[config.mk]
export PLATFORM = sky130hd
export DESIGN_NAME = decode_imm_stage_flat
export DESIGN_NICKNAME = d
export VERILOG_FILES = /design/src/rtl/decode_imm_if.sv /design/src/rtl/decode_imm_stage.sv /design/src/flat_wrapper.sv
export SDC_FILE = /design/constraint.sdc
export NUM_CORES = 1
export LEC_CHECK = 0
export CORE_MARGIN = 3
export CORE_UTILIZATION = 33
export CTS_BUF_LIST = sky130_fd_sc_hd__clkbuf_4 sky130_fd_sc_hd__clkbuf_8
export CTS_CLUSTER_SIZE = 24
export DETAILED_ROUTE_END_ITERATION = 16
export PLACE_DENSITY_LB_ADDON = 0.15
export SLEW_MARGIN = 20
export SYNTH_ARGS = -nofsm -noshare
export SYNTH_HDL_FRONTEND = slang
export SYNTH_SLANG_ARGS = --single-unit
[constraint.sdc]
create_clock -name clk -period 2.46 [get_ports clk]
set_clock_uncertainty 0.2 [all_clocks]
set_input_delay 0.492 -clock clk [delete_from_list [all_inputs] [get_ports clk]]
set_output_delay 0.492 -clock clk [all_outputs]
set_load 0.02 [all_outputs]
[src/rtl/decode_imm_if.sv]
// Handshake and decoded-payload bundle for decode_imm_stage.
// Fetch side: in_valid/in_ready with instr and pc_in.
// Consumer side: out_valid/out_ready with imm12, imm20, fmt, illegal,
// rd, rs1, rs2 and pc_out.
// The slave modport is the decode stage; master is its environment.
interface decode_imm_if #(
  parameter int unsigned PC_W = 32
);
  logic            in_valid;
  logic            in_ready;
  logic [31:0]     instr;
  logic [PC_W-1:0] pc_in;
  logic            out_valid;
  logic            out_ready;
  logic [11:0]     imm12;
  logic [19:0]     imm20;
  logic [2:0]      fmt;
  logic            illegal;
  logic [4:0]      rd;
  logic [4:0]      rs1;
  logic [4:0]      rs2;
  logic [PC_W-1:0] pc_out;

  modport slave (
    input  in_valid, instr, pc_in, out_ready,
    output in_ready, out_valid, imm12, imm20, fmt, illegal, rd, rs1, rs2, pc_out
  );

  modport master (
    output in_valid, instr, pc_in, out_ready,
    input  in_ready, out_valid, imm12, imm20, fmt, illegal, rd, rs1, rs2, pc_out
  );
endinterface

[src/rtl/decode_imm_stage.sv]
// RV32I format classifier and raw-immediate extractor with a two-entry
// skid buffer, so in_ready is a flop and never sees out_ready combinationally.
// Ports:
//   clk, rst_n : clock, synchronous active-low reset
//   flush      : drop all buffered entries
//   bus        : decode_imm_if.slave (fetch handshake in, decoded entry out)
module decode_imm_stage #(
  parameter int unsigned PC_W = 32
) (
  input  logic              clk,
  input  logic              rst_n,
  input  logic              flush,
  decode_imm_if.slave       bus
);

  localparam logic [2:0] FMT_R   = 3'd0;
  localparam logic [2:0] FMT_I   = 3'd1;
  localparam logic [2:0] FMT_S   = 3'd2;
  localparam logic [2:0] FMT_B   = 3'd3;
  localparam logic [2:0] FMT_U   = 3'd4;
  localparam logic [2:0] FMT_J   = 3'd5;
  localparam logic [2:0] FMT_ILL = 3'd7;

  typedef struct packed {
    logic [11:0]     imm12;
    logic [19:0]     imm20;
    logic [2:0]      fmt;
    logic            illegal;
    logic [4:0]      rd;
    logic [4:0]      rs1;
    logic [4:0]      rs2;
    logic [PC_W-1:0] pc;
  } entry_t;

  typedef enum logic [1:0] {
    EMPTY = 2'd0,
    ONE   = 2'd1,
    FULL  = 2'd2
  } state_t;

  state_t state;
  logic   out_valid;
  logic   skid_valid;
  entry_t out_q;
  entry_t skid_q;
  entry_t dec_c;
  logic   accept_c;

  // Pure field extraction; immediates stay unextended for the downstream unit.
  function automatic entry_t decode(input logic [31:0] ins, input logic [PC_W-1:0] pc);
    entry_t e;
    e         = '0;
    e.rd      = ins[11:7];
    e.rs1     = ins[19:15];
    e.rs2     = ins[24:20];
    e.pc      = pc;
    case (ins[6:0])
      7'b0110011: e.fmt = FMT_R;
      7'b0010011, 7'b0000011, 7'b1100111, 7'b0001111, 7'b1110011: begin
        e.fmt   = FMT_I;
        e.imm12 = ins[31:20];
      end
      7'b0100011: begin
        e.fmt   = FMT_S;
        e.imm12 = {ins[31:25], ins[11:7]};
      end
      7'b1100011: begin
        // imm[12:1]; the x2 scaling happens downstream
        e.fmt   = FMT_B;
        e.imm12 = {ins[31], ins[7], ins[30:25], ins[11:8]};
      end
      7'b0110111, 7'b0010111: begin
        e.fmt   = FMT_U;
        e.imm20 = ins[31:12];
      end
      7'b1101111: begin
        // imm[20:1]
        e.fmt   = FMT_J;
        e.imm20 = {ins[31], ins[19:12], ins[20], ins[30:21]};
      end
      default: begin
        e.fmt     = FMT_ILL;
        e.illegal = 1'b1;
      end
    endcase
    return e;
  endfunction

  assign dec_c    = decode(bus.instr, bus.pc_in);
  assign accept_c = bus.in_valid && !skid_valid;

  // Buffer control: output register fills first, skid only while output is held.
  always_ff @(posedge clk) begin
    if (!rst_n) begin
      state      <= EMPTY;
      out_valid  <= 1'b0;
      skid_valid <= 1'b0;
      out_q      <= '0;
      skid_q     <= '0;
    end else if (flush) begin
      state      <= EMPTY;
      out_valid  <= 1'b0;
      skid_valid <= 1'b0;
    end else begin
      case (state)
        EMPTY: begin
          if (accept_c) begin
            out_q     <= dec_c;
            out_valid <= 1'b1;
            state     <= ONE;
          end
        end
        ONE: begin
          if (bus.out_ready) begin
            if (accept_c) begin
              out_q <= dec_c;
            end else begin
              out_valid <= 1'b0;
              state     <= EMPTY;
            end
          end else if (accept_c) begin
            skid_q     <= dec_c;
            skid_valid <= 1'b1;
            state      <= FULL;
          end
        end
        FULL: begin
          // in_ready is low here, so no accept can coincide with the drain
          if (bus.out_ready) begin
            out_q      <= skid_q;
            skid_valid <= 1'b0;
            state      <= ONE;
          end
        end
        default: begin
          state      <= EMPTY;
          out_valid  <= 1'b0;
          skid_valid <= 1'b0;
        end
      endcase
    end
  end

  assign bus.in_ready  = !skid_valid;
  assign bus.out_valid = out_valid;
  assign bus.imm12     = out_q.imm12;
  assign bus.imm20     = out_q.imm20;
  assign bus.fmt       = out_q.fmt;
  assign bus.illegal   = out_q.illegal;
  assign bus.rd        = out_q.rd;
  assign bus.rs1       = out_q.rs1;
  assign bus.rs2       = out_q.rs2;
  assign bus.pc_out    = out_q.pc;

endmodule

[src/flat_wrapper.sv]
// flat-port wrapper written by rule: the top's interface ports become plain ports
module decode_imm_stage_flat 
#(
  parameter int unsigned PC_W = 32
)
  (clk, rst_n, flush, bus_in_valid, bus_instr, bus_pc_in, bus_out_ready, bus_in_ready, bus_out_valid, bus_imm12, bus_imm20, bus_fmt, bus_illegal, bus_rd, bus_rs1, bus_rs2, bus_pc_out);
  decode_imm_if #(.PC_W(PC_W)) bus_i ();
  input  logic clk;
  input  logic rst_n;
  input  logic flush;
  input wire logic [$bits(bus_i.in_valid)-1:0] bus_in_valid;
  input wire logic [$bits(bus_i.instr)-1:0] bus_instr;
  input wire logic [$bits(bus_i.pc_in)-1:0] bus_pc_in;
  input wire logic [$bits(bus_i.out_ready)-1:0] bus_out_ready;
  output wire logic [$bits(bus_i.in_ready)-1:0] bus_in_ready;
  output wire logic [$bits(bus_i.out_valid)-1:0] bus_out_valid;
  output wire logic [$bits(bus_i.imm12)-1:0] bus_imm12;
  output wire logic [$bits(bus_i.imm20)-1:0] bus_imm20;
  output wire logic [$bits(bus_i.fmt)-1:0] bus_fmt;
  output wire logic [$bits(bus_i.illegal)-1:0] bus_illegal;
  output wire logic [$bits(bus_i.rd)-1:0] bus_rd;
  output wire logic [$bits(bus_i.rs1)-1:0] bus_rs1;
  output wire logic [$bits(bus_i.rs2)-1:0] bus_rs2;
  output wire logic [$bits(bus_i.pc_out)-1:0] bus_pc_out;
  assign bus_i.in_valid = bus_in_valid;
  assign bus_i.instr = bus_instr;
  assign bus_i.pc_in = bus_pc_in;
  assign bus_i.out_ready = bus_out_ready;
  assign bus_in_ready = bus_i.in_ready;
  assign bus_out_valid = bus_i.out_valid;
  assign bus_imm12 = bus_i.imm12;
  assign bus_imm20 = bus_i.imm20;
  assign bus_fmt = bus_i.fmt;
  assign bus_illegal = bus_i.illegal;
  assign bus_rd = bus_i.rd;
  assign bus_rs1 = bus_i.rs1;
  assign bus_rs2 = bus_i.rs2;
  assign bus_pc_out = bus_i.pc_out;
  decode_imm_stage #(.PC_W(PC_W)) u_core (.clk(clk), .rst_n(rst_n), .flush(flush), .bus(bus_i));
endmodule
**Word-level counts from Yosys, hierarchy flattened**

Index checks and enable logic that the tools add are counted.

- Register bits after elaboration: 170
- Input bits: 69
- Logic and storage cells: 79

- Equality and inequality tests: 21
- Muxes and demuxes: 21
- Bitwise operators: 5
- Reduce and logical (&&, ||, !) cells: 13

Operators by type and width:

| operator | count |
|---|---|
| $mux W83 | 3 |
| $pmux W83 S3 | 1 |
| $pmux W20 S2 | 1 |
| $pmux W12 S3 | 1 |
| $eq A7 B7 Y1 const B | 4 |
| $eq A7 B6 Y1 const B | 3 |
| $reduce_and A4 Y1 | 5 |
| $pmux W3 S6 | 1 |
| $eq A7 B5 Y1 const B | 2 |
| $reduce_or A11 Y1 | 1 |
| $mux W2 | 5 |
| $ne A2 B2 Y1 const B | 4 |
| $eq A7 B2 Y1 const B | 1 |
| $eq A7 B4 Y1 const B | 1 |
| $mux W1 | 6 |
| $pmux W1 S3 | 2 |
| $pmux W2 S3 | 1 |
| $not A1 Y1 | 5 |
| $reduce_or A5 Y1 | 1 |
| $ne A2 B1 Y1 const B | 2 |
| $reduce_or A2 Y1 | 2 |
| $ne A3 B2 Y1 const B | 1 |
| $ne A3 B3 Y1 const B | 1 |
| $reduce_bool A3 Y1 | 1 |
| 5 further kinds | 5 |

**Logic depth before layout (Yosys ltp)**

- Depth after elaboration: 6
- Gate-level depth with buffers: 7

**Worst setup path after synthesis**

Ideal clock, no wire load.

- Path kind: input port to flip-flop
- Start: in bus_instr[3]
- End: reg u_core.out_q, in the netlist u_core.bus.imm12[10]
- Library setup time: 0.087 ns
- Arrival time: 1.771 ns
- Required time: 2.173 ns
- Path slack: 0.402 ns
- Cell stages on the path: 6
- Path through: buf_2 > or4_1 > buf_2 > o21ai_0 > a21oi_1 > nor4b_2

- Longest elaborated chain between the ends: 6

Ends and longest elaborated chain:

| element | RTL line | text |
|---|---|---|
| start: declaration | flat_wrapper.sv:12 | `input wire logic [$bits(bus_i.instr)-1:0] bus_instr;` |
| $eq A7 B5 Y1 (tied with other cells) | decode_imm_stage.sv:57 | `case (ins[6:0])` |
| $reduce_or A5 Y1 | decode_imm_stage.sv:57 |  |
| $pmux W12 S3 * | decode_imm_stage.sv:57 |  |
| $mux W83 * | decode_imm_stage.sv:107, decode_imm_stage.sv:115 |  |
| $mux W83 | decode_imm_stage.sv:114 | `if (bus.out_ready) begin` |
| $pmux W83 S3 * | decode_imm_stage.sv:105 | `case (state)` |
| end signal: assignment | decode_imm_stage.sv:130 | `out_q <= skid_q;` |
| end: declaration | decode_imm_stage.sv:44 | `entry_t out_q;` |

Every way passes the cells marked *; elsewhere a longest branch is shown, timed or not. The select of a mux whose other input is x is not followed.
A chain may end at the register's enable or synchronous reset.

**Worst setup path in the final report**

- Start: in bus_in_valid
- End: reg u_core.out_q, in the netlist u_core.bus.pc_out[18]

- Longest elaborated chain between the ends: 4

Ends and longest elaborated chain:

| element | RTL line | text |
|---|---|---|
| start: declaration | flat_wrapper.sv:11 | `input wire logic [$bits(bus_i.in_valid)-1:0] bus_in_valid;` |
| $logic_and A1 B1 Y1 * | decode_imm_stage.sv:90 | `assign accept_c = bus.in_valid && !skid_valid;` |
| $mux W83 * | n/a |  |
| $mux W83 | n/a |  |
| $pmux W83 S3 * | n/a |  |

Marks and branches as above.

==> results.cfg <==
[worst_setup_path]
max_stage_delay_ns = 0.47
r2r_setup_slack_ns = 0.37
critPathCaptureType = flip-flop
crit_buf_inv = 2
crit_type = in2reg
cp.required_ns = 2.60
path_max_fanout = 36
cp_cell_sequence = clkdlybuf4s50_1 > or3b_1 > o32ai_4 > buf_4 > nand3_1 > o211a_1
cp_top_family = buffers and inverters
cp-start-kind = input pin
arrival_ns = 2.36
slowest_stage = clkdlybuf4s50_1

[synth]
yosysTopAreaCell = dfxtp_1
synth_edf_count = 0
syn_inst = 911
synth_async_sr_flop_share_pct = 0
ys_ff_latch = 170
syn_nets = 980
yosysTopAreaCellShare_pct = 45.5
synth_flop_cell = dfxtp_1
ys_warn_count = 0
ys_seq_area_share_pct = 45.5
syn_avg_cell_area_um2 = 8.20
ys_types = 43
synthTopCellsByArea = dfxtp_1 (46%), nand2_1 (10%), o211a_1 (6.4%)
syn_area_um2 = 7470

[global_routing]
grtUsageTotal_pct = 18.0
grt_pass1_wl_um = 35600
grt_max_degree = 104
first_global_vias = 6556
grt_antenna_before_repair = 0
overflow = 0

[timing]
rsz0062_at_grt = no
hold_slack_ns = 0.258
hold_viol = 0
relSlewSlack_pct = 67.0
tightest_slew_ns = 0.495
finalCriticalPeriod_ns = 2.22
max_freq_ghz = 0.450
setup_violations = 0
finalCritPeriodShare_pct = 90.4
drv_slew = 0

[clock_network]
clkTransAtPathRegs_ns = 0.09
ctsLongestPathBuffers = 2
clockRootBuffer = clkbuf_8
postCtsHoldBufs = 0
cts_buffers = 17
tritoncts = yes
cts.sinks = 170
cts_resized = 0
clk_latency_ns = 0.44
htree_levels = 4
post_cts_buffers = 0

[finish]
layout_common_cells = nand2_1 (209), dfxtp_1 (170), clkdlybuf4s50_1 (152), a21oi_1 (69), o21ai_0 (60)
layout_commonest_cell = nand2_1
syn_to_final_growth_pct = 35.3
layout.nets = 1132
drive_above_1_share_pct = 9.86
fin_util_pct = 45.9
nFillCells = 2173
num_antenna_cells = 0

[detailed_routing]
wl_per_cell_um = 16.5
finalWirelength_um = 22300
postRouteAntennaNets = 0
dr.first_iter.drc_count = 347
first_pass_iters = 5
drc_errors = 0
num_vias = 6938
avgViaCountPerCell = 5.12

[hold_path]
hp-class = reg2reg

[die]
die_x_um = 156
coreArea_um2 = 22000
num_rows = 54
start_util_pct = 33.9
die_area_um2 = 24500
die_h_um = 156
ios = 154

[power_and_ir_drop]
p_leak_nw = 4.12
powerDensity_nw_per_um2 = 567
ir_drop_mv = 0.313
power_mw = 5.73

[placed_design]
gp_congestion = 0.757
dpl.hpwl_um = 14900
portBuffers = 153

[run_status]
outcome = finished clean

[job]
cap_violations = 0
[state kept, by name, summed over array words and instances (netlist names)]
| signal | flops |
|---|---|
| u_core.bus.illegal | 1 |
| u_core.bus.rs2 | 5 |
| u_core.bus.out_valid | 1 |
| u_core.bus.rs1 | 5 |
| u_core.skid_q | 83 |
| u_core.bus.rd | 5 |
| u_core.skid_valid | 1 |
| u_core.bus.imm20 | 20 |
| u_core.bus.fmt | 3 |
| u_core.bus.imm12 | 12 |
| u_core.bus.pc_out | 32 |
| u_core.state | 2 |
[logic make-up (layout without fill, tap and decap cells)]
logic type	count (synthesis)	after routing	synth area share (%)
compound gates	294	294	26.9
xor+xnor	2	2	0.234
buf+inv	85	249	4.89
flops	170	170	45.5
mux	11	11	1.47
simple gates	349	349	21.0
[per-stage QoR]
stage | setup slack (ns) | TNS (ns) | std cells | instance area [µm²]
after floorplan | 0.402 | 0 | 911 | 7470
after global placement | -0.217 | -12.41 | 1324 | 9710
after detailed placement | -0.215 | -12.89 | 1324 | 9710
after CTS | 0.255 | 0 | 1355 | 10100
after global routing | 0.147 | 0 | 1355 | 10100
final | 0.237 | 0 | 1355 | 10100
[report_power, final]
part / internal [mW] / leakage [nW] / switching (mW)
combinational: 0.412 / 2.55 / 0.420
clock: 0.935 / 0.185 / 1.07
sequential: 2.84 / 1.38 / 0.0531
[cell usage after synthesis (all sizes together) (8+ instances only)]
cell type	number
a21boi	48
a21oi	69
a22oi	19
buf	32
clkbuf	49
dfxtp	170
mux2i	11
nand2	209
nand3	53
nor2	30
nor2b	22
nor3	11
o211a	48
o211ai	8
o21a	19
o21ai	63
[worst paths after layout]
path,cells past startpoint,startpoint,to
hold reg to reg,2,u_core.skid_q[82],u_core.skid_q[82]
hold / removal,2,u_core.skid_q[82],u_core.skid_q[82]
setup / recovery,6,bus_in_valid,u_core.bus.pc_out[18]
setup reg to reg,5,u_core.skid_valid,u_core.bus.pc_out[18]
[routing by layer]
layer  share of wire, %  vias up  global-route usage [%]
met5                  0        -                       0
met4               0.86        0                    3.67
met3                4.4       11                    3.76
met2                 46      166                    28.4
met1                 49     3260                    25.7
li1                   -     3501                       -
[layout make-up]
class,instances,area (µm²),area share (%)
clock buffers,18,248,2.45
inverters,4,15.0,0.149
flip-flops and latches,170,3400,33.7
repair buffers,214,2200,21.8
well taps,280,350,3.47
multi-input cells,656,3750,37.1
clock inverters,13,145,1.44
[worst register-to-register path, stage by stage (launching register included)]
cell,delay [ns]
dfxtp_1,0.36
or3b_1,0.45
o32ai_4,0.29
buf_4,0.40
nand3_1,0.15
o211a_1,0.15
Note: power is estimated with default switching activity, not from simulation.
